**src/rtl/qspi_xip_pkg.sv**
```systemverilog
// Shared definitions for the XIP flash read path.
// Contents:
//   - default values for the flash address width, the line width and the
//     WAIT-state abort limit
//   - width of the WAIT cycle counter
//   - the arbiter state encoding
//   - the round-robin winner selection helper
package qspi_xip_pkg;

  localparam int unsigned AW_DEF        = 24;
  localparam int unsigned LINE_SIZE_DEF = 128;
  localparam int unsigned TIMEOUT_DEF   = 255;

  // TIMEOUT is limited to 1..255, so eight bits always hold the WAIT count.
  localparam int unsigned CNT_W = 8;

  typedef enum logic [1:0] {
    ST_IDLE  = 2'd0,
    ST_ISSUE = 2'd1,
    ST_WAIT  = 2'd2,
    ST_DONE  = 2'd3
  } arb_state_e;

  // Round-robin pick.
  // A lone pending port always wins.
  // On a tie, the port that did not own the previous transaction wins.
  function automatic logic rr_pick(input logic pend0, input logic pend1, input logic last);
    logic win;
    if (pend0 && pend1) begin
      win = ~last;
    end else if (pend1) begin
      win = 1'b1;
    end else begin
      win = 1'b0;
    end
    return win;
  endfunction

endpackage

```
**src/rtl/flash_rd_req_slot.sv**
```systemverilog
// One request port's pending flag and line-aligned address slot.
// Ports:
//   clk, rst : clock and asynchronous active-high reset
//   req_i    : request pulse; sets the flag and (re)loads the address
//   addr_i   : byte address; bits [3:0] are dropped when stored
//   clr_i    : clears the flag; a simultaneous req_i takes priority
//   pend_o   : request pending
//   addr_o   : stored line address
module flash_rd_req_slot
  import qspi_xip_pkg::*;
#(
  parameter int unsigned AW = AW_DEF
) (
  input  logic          clk,
  input  logic          rst,
  input  logic          req_i,
  input  logic [AW-1:0] addr_i,
  input  logic          clr_i,
  output logic          pend_o,
  output logic [AW-1:0] addr_o
);

  localparam logic [AW-1:0] LINE_MASK = {{(AW-4){1'b1}}, 4'h0};

  logic          pend_q, pend_d;
  logic [AW-1:0] addr_q, addr_d;

  // Next-state logic for the flag and the slot.
  // A new request re-arms the flag even in the cycle it is being cleared,
  // so a re-request made in the port's own issue cycle is not lost.
  always_comb begin
    pend_d = pend_q;
    addr_d = addr_q;
    if (req_i) begin
      pend_d = 1'b1;
      addr_d = addr_i & LINE_MASK;
    end else if (clr_i) begin
      pend_d = 1'b0;
    end else begin
      pend_d = pend_q;
    end
  end

  // Slot register.
  always_ff @(posedge clk or posedge rst) begin
    if (rst) begin
      pend_q <= 1'b0;
      addr_q <= '0;
    end else begin
      pend_q <= pend_d;
      addr_q <= addr_d;
    end
  end

  assign pend_o = pend_q;
  assign addr_o = addr_q;

endmodule

```
**src/rtl/flash_rd_arbiter.sv**
```systemverilog
// Two-port round-robin arbiter in front of a single flash line reader.
// Port 0 serves instruction fetches and port 1 serves data reads.
// Ports:
//   clk, rst             : clock and asynchronous active-high reset
//   req0/addr0           : port-0 request pulse and byte address
//   done0/err0           : port-0 line-delivered and timeout pulses
//   req1/addr1           : port-1 request pulse and byte address
//   done1/err1           : port-1 line-delivered and timeout pulses
//   line                 : last delivered line, held until the next capture
//   fr_rd/fr_addr        : start pulse and line address to the flash reader
//   fr_done/fr_line      : completion pulse and line data from the flash reader
//   busy                 : transaction in progress
//   owner                : port of the current or last transaction
// All outputs are registered.
module flash_rd_arbiter
  import qspi_xip_pkg::*;
#(
  parameter int unsigned AW        = AW_DEF,
  parameter int unsigned LINE_SIZE = LINE_SIZE_DEF,
  parameter int unsigned TIMEOUT   = TIMEOUT_DEF
) (
  input  logic                 clk,
  input  logic                 rst,
  input  logic                 req0,
  input  logic [AW-1:0]        addr0,
  output logic                 done0,
  output logic                 err0,
  input  logic                 req1,
  input  logic [AW-1:0]        addr1,
  output logic                 done1,
  output logic                 err1,
  output logic [LINE_SIZE-1:0] line,
  output logic                 fr_rd,
  output logic [AW-1:0]        fr_addr,
  input  logic                 fr_done,
  input  logic [LINE_SIZE-1:0] fr_line,
  output logic                 busy,
  output logic                 owner
);

  localparam logic [CNT_W-1:0] TIMEOUT_C = CNT_W'(TIMEOUT);

  arb_state_e           state_q, state_d;
  logic                 owner_q, owner_d;
  logic [CNT_W-1:0]     cnt_q, cnt_d;
  logic [LINE_SIZE-1:0] line_q, line_d;
  logic                 fr_rd_q, fr_rd_d;
  logic [AW-1:0]        fr_addr_q, fr_addr_d;
  logic                 done0_q, done0_d;
  logic                 done1_q, done1_d;
  logic                 err0_q, err0_d;
  logic                 err1_q, err1_d;
  logic                 busy_q, busy_d;

  logic          pend0_s, pend1_s;
  logic [AW-1:0] slot_addr0_s, slot_addr1_s;
  logic          clr0_s, clr1_s;
  logic          win_s;

  // The winner's flag is released in its ISSUE cycle.
  // owner_q doubles as the last-owner reference for round-robin.
  assign clr0_s = (state_q == ST_ISSUE) && (owner_q == 1'b0);
  assign clr1_s = (state_q == ST_ISSUE) && (owner_q == 1'b1);

  flash_rd_req_slot #(.AW(AW)) u_slot0 (
    .clk    (clk),
    .rst    (rst),
    .req_i  (req0),
    .addr_i (addr0),
    .clr_i  (clr0_s),
    .pend_o (pend0_s),
    .addr_o (slot_addr0_s)
  );

  flash_rd_req_slot #(.AW(AW)) u_slot1 (
    .clk    (clk),
    .rst    (rst),
    .req_i  (req1),
    .addr_i (addr1),
    .clr_i  (clr1_s),
    .pend_o (pend1_s),
    .addr_o (slot_addr1_s)
  );

  // Next-state and registered-output logic of the transaction FSM.
  // Every pulse output is loaded for the cycle in which its state is entered.
  // The abort decision is taken in the WAIT cycle whose count equals TIMEOUT.
  // err is therefore seen in the following cycle, when the FSM is already in IDLE.
  always_comb begin
    state_d   = state_q;
    owner_d   = owner_q;
    cnt_d     = cnt_q;
    line_d    = line_q;
    fr_addr_d = fr_addr_q;
    fr_rd_d   = 1'b0;
    done0_d   = 1'b0;
    done1_d   = 1'b0;
    err0_d    = 1'b0;
    err1_d    = 1'b0;
    win_s     = rr_pick(pend0_s, pend1_s, owner_q);
    case (state_q)
      ST_IDLE: begin
        if (pend0_s || pend1_s) begin
          owner_d   = win_s;
          fr_addr_d = win_s ? slot_addr1_s : slot_addr0_s;
          fr_rd_d   = 1'b1;
          state_d   = ST_ISSUE;
        end else begin
          state_d = ST_IDLE;
        end
      end
      ST_ISSUE: begin
        cnt_d   = '0;
        state_d = ST_WAIT;
      end
      ST_WAIT: begin
        // A completion in the abort cycle still delivers the line.
        if (fr_done) begin
          line_d  = fr_line;
          done0_d = (owner_q == 1'b0);
          done1_d = (owner_q == 1'b1);
          state_d = ST_DONE;
        end else if (cnt_q == TIMEOUT_C) begin
          err0_d  = (owner_q == 1'b0);
          err1_d  = (owner_q == 1'b1);
          state_d = ST_IDLE;
        end else begin
          cnt_d = cnt_q + CNT_W'(1'b1);
        end
      end
      ST_DONE: begin
        state_d = ST_IDLE;
      end
      default: begin
        state_d = ST_IDLE;
      end
    endcase
    busy_d = (state_d != ST_IDLE);
  end

  // FSM state and output registers.
  // Owner resets to 1, so port 0 wins the first tie.
  always_ff @(posedge clk or posedge rst) begin
    if (rst) begin
      state_q   <= ST_IDLE;
      owner_q   <= 1'b1;
      cnt_q     <= '0;
      line_q    <= '0;
      fr_rd_q   <= 1'b0;
      fr_addr_q <= '0;
      done0_q   <= 1'b0;
      done1_q   <= 1'b0;
      err0_q    <= 1'b0;
      err1_q    <= 1'b0;
      busy_q    <= 1'b0;
    end else begin
      state_q   <= state_d;
      owner_q   <= owner_d;
      cnt_q     <= cnt_d;
      line_q    <= line_d;
      fr_rd_q   <= fr_rd_d;
      fr_addr_q <= fr_addr_d;
      done0_q   <= done0_d;
      done1_q   <= done1_d;
      err0_q    <= err0_d;
      err1_q    <= err1_d;
      busy_q    <= busy_d;
    end
  end

  assign done0   = done0_q;
  assign done1   = done1_q;
  assign err0    = err0_q;
  assign err1    = err1_q;
  assign line    = line_q;
  assign fr_rd   = fr_rd_q;
  assign fr_addr = fr_addr_q;
  assign busy    = busy_q;
  assign owner   = owner_q;

endmodule

```
**config.mk**
```make
export PLATFORM = sky130hd
export DESIGN_NAME = flash_rd_arbiter
export DESIGN_NICKNAME = d
export VERILOG_FILES = /design/src/rtl/qspi_xip_pkg.sv /design/src/rtl/flash_rd_req_slot.sv /design/src/rtl/flash_rd_arbiter.sv
export SDC_FILE = /design/constraint.sdc
export NUM_CORES = 1
export LEC_CHECK = 0
export BUFFER_PORTS_ARGS = -buffer_cell sky130_fd_sc_hd__buf_4
export CAP_MARGIN = 20
export CORE_ASPECT_RATIO = 0.7
export CORE_MARGIN = 5
export CORE_UTILIZATION = 35
export CTS_CLUSTER_SIZE = 14
export DETAILED_ROUTE_END_ITERATION = 16
export PLACE_DENSITY = 0.67
export SLEW_MARGIN = 5
export SYNTH_ARGS = -nofsm -noshare
export SYNTH_HDL_FRONTEND = slang
export SYNTH_SLANG_ARGS = --single-unit
```
**constraint.sdc**
```tcl
create_clock -name clk -period 7.05 [get_ports clk]
set_clock_uncertainty 0.2 [all_clocks]
set_input_delay 0 -clock clk [delete_from_list [all_inputs] [get_ports clk]]
set_output_delay 0 -clock clk [all_outputs]
set_load 0.01 [all_outputs]
```
==> results.cfg <==
[timing]
setup_ws_ns = 4.139
slew_violations = 0
fin_crit_sh_pct = 41.29
worst_slew_pin_slew_ns = 0.9679
hold_viol = 0
max_freq_mhz = 343.5
slew_headroom_pct = 35.47
rsz0062_at_grt = false
setup_viol = 0
setup_tns_ns = 0
fin_crit_ns = 2.911
whs_ns = 0.02982

[die]
ioPinCount = 340
initial_core_util_pct = 35.44
die_h_um = 139.3
dieArea_sq_um = 27120
core_area_sq_um = 23580
die_w_um = 194.7
rows = 47

[place]
place_ws_ns = 4.103
gp_congestion = 0.7909
io_buffers = 327
hpwl_um = 15240

[power_and_ir_drop]
switching_share_pct = 31.99
power.leakage_nw = 6.817
clockPowerShare_pct = 20.7
seqPwrFrac_pct = 36.6
switching_power_mw = 1.731
power_mw = 5.411
powerDensity_nw_per_um2 = 389.5
ir_drop_mv = 0.2262
power_frac_comb_pct = 42.6
power.internal_mw = 3.680

[route]
wirelength_um = 25920
vias = 6368
first_pass_iters = 4
ant_nets = 0
wl_per_cell_um = 18.50
viasPerCell = 4.545
drc = 0
drtIter0Drc = 188

[setup_path]
worstSetupEndpoint = line[104]$_DFFE_PP0P_
r2r_cells = 4
worstReg2RegStart = state_q[0]$_DFF_PP0_
crit_type = reg -> reg
startpoint_type = register
cp-end-kind = register
path_max_fanout = 75
crit_arrival_ns = 3.09
r2r_end = line[104]$_DFFE_PP0P_
cp.required_ns = 7.23
setup.worst_path.start = state_q[0]$_DFF_PP0_
r2r_setup_slack_ns = 4.14

[cts]
clockBufferDepth = 3
insertion_delay_ns = 0.50
tritoncts = yes
numCtsBuffers = 21
htree_num_levels = 1
cts_root_buf = clkbuf_16
cts.sinks = 207
clk_pin_slew_ns = 0.06
cts.repair.resized = 0

[synth]
yosys.area.top_type = dfrtp_1
synth_area_leaders = dfrtp_1 62%, mux2_4 16%, mux2_2 11%
async_flop_share_pct = 100.0
ys_types = 36
yosysWarnings = 0
synth_top_area_share_pct = 61.68
synth-edff-count = 0
ys.flop_type = dfrtp_1
synthesis.instances = 527
synth-seq-area-share_pct = 61.99
postSynthAreaPerCell_sq_um = 15.86
synth_area_sq_um = 8358
ys_ff_latch = 207

[global_routing]
grt_use_total_pct = 18.40
grt_max_degree = 133
antenna_found_initial = 1
grt_pass1_wl_um = 41260
overflow = 0
grt_pass1_vias = 7172

[status]
run_status = completed

[cells_and_area]
drive_above_1_share_pct = 50.55
syn2layout_area_growth_pct = 66.23
layout.nets = 1249
final_cell_mix = 331 x buf_4, 212 x dlygate4sd3_1, 206 x dfrtp_1
final_common_cell = buf_4
fin_util_pct = 58.92

[worst_hold_path]
hp-class = in -> async

[flow_run]
maxCapViolCount = 0
## cell families (layout without fill, tap and decap cells)
| logic type | after synthesis | in the layout | synth area share [%] |
|---|---|---|---|
| DFF | 207 | 207 | 61.99 |
| buffers and inverters | 34 | 586 | 2.695 |
| adders and majority gates | 1 | 1 | 0.1497 |
| and+or+nand+nor | 54 | 54 | 3.219 |
| muxes | 190 | 190 | 29.19 |
| other | 1 | 5 | 0.04487 |
| AOI/OAI and AO/OA | 40 | 40 | 2.710 |
## worst min-delay path by stage
stage,depth (start not counted),start,slack (ns),to
4_1_cts,3,fr_line[6],0.05,line[6]$_DFFE_PP0P_
2_1_floorplan,1,fr_line[10],-0.05,line[10]$_DFFE_PP0P_
6_report,3,rst,0.03,line[81]$_DFFE_PP0P_
3_3_place_gp,2,fr_line[8],0.03,line[8]$_DFFE_PP0P_
5_1_grt,3,fr_line[6],0.07,line[6]$_DFFE_PP0P_
3_5_place_dp,2,fr_line[0],0.03,line[0]$_DFFE_PP0P_
## registers in the layout, summed over array words and instances, names as in the netlist
| signal | count |
|---|---|
| busy | 1 |
| cnt_q | 8 |
| done0 | 1 |
| done1 | 1 |
| err0 | 1 |
| err1 | 1 |
| fr_addr | 20 |
| fr_rd | 1 |
| line | 128 |
| owner | 1 |
| state_q | 2 |
| u_slot0.addr_o | 20 |
| u_slot0.pend_o | 1 |
| u_slot1.addr_o | 20 |
| u_slot1.pend_o | 1 |
## cells in the mapped netlist, drive strengths merged (2+ instances only)
library cell / n
a21oi: 4
and3: 4
buf: 21
clkbuf: 8
dfrtp: 206
inv: 5
mux2: 169
mux2i: 21
nand2: 26
nand2b: 3
nand3: 6
nand4: 3
nor2: 5
o211ai: 4
o21ai: 27
o31ai: 2
## per-stage QoR
stage	instance area (sq um)	cells
2_1_floorplan	8369	530
3_3_place_gp	11070	1150
3_5_place_dp	11070	1150
4_1_cts	13890	1400
5_1_grt	13890	1401
6_report	13890	1401
## worst max-delay path, cell delays in order (launching register included)
cell and delay (ns):
dfrtp_1 0.43, and2b_4 0.25, nand2_8 0.53, buf_4 0.83
mux2_2 0.43
## metal layers
layer | share of wire, % | global-route usage [%]
met1 | 43 | 23.89
met2 | 48 | 31.11
met3 | 7.5 | 5.460
met4 | 1.9 | 3.402
met5 | 0 | 0
## area by class of cell
type                    count  area [sq um]
repair buffers            543          4607
well taps                 318         397.9
diodes                      1         2.502
clock inverters            11         86.33
multi-input cells         289          2984
flip-flops and latches    207          5181
fillers                  1751          9688
clock buffers              27         608.1
inverters                   5         26.28
## power groups by stage
stage	combinational, mW	sequential, mW	clock [mW]
after floorplan	0.986	2.15	0
after global placement	2.15	1.95	0
after detailed placement	2.18	1.97	0
after CTS	2.30	1.96	1.16
after global routing	2.45	2.04	1.21
final	2.31	1.98	1.12
## timing repair
item                                   in CTS  in global routing
buffers inserted                            0                  0
endpoints found under the hold margin     312                  0
hold buffers                              212                  0
Power figures use the tool's default switching activity.
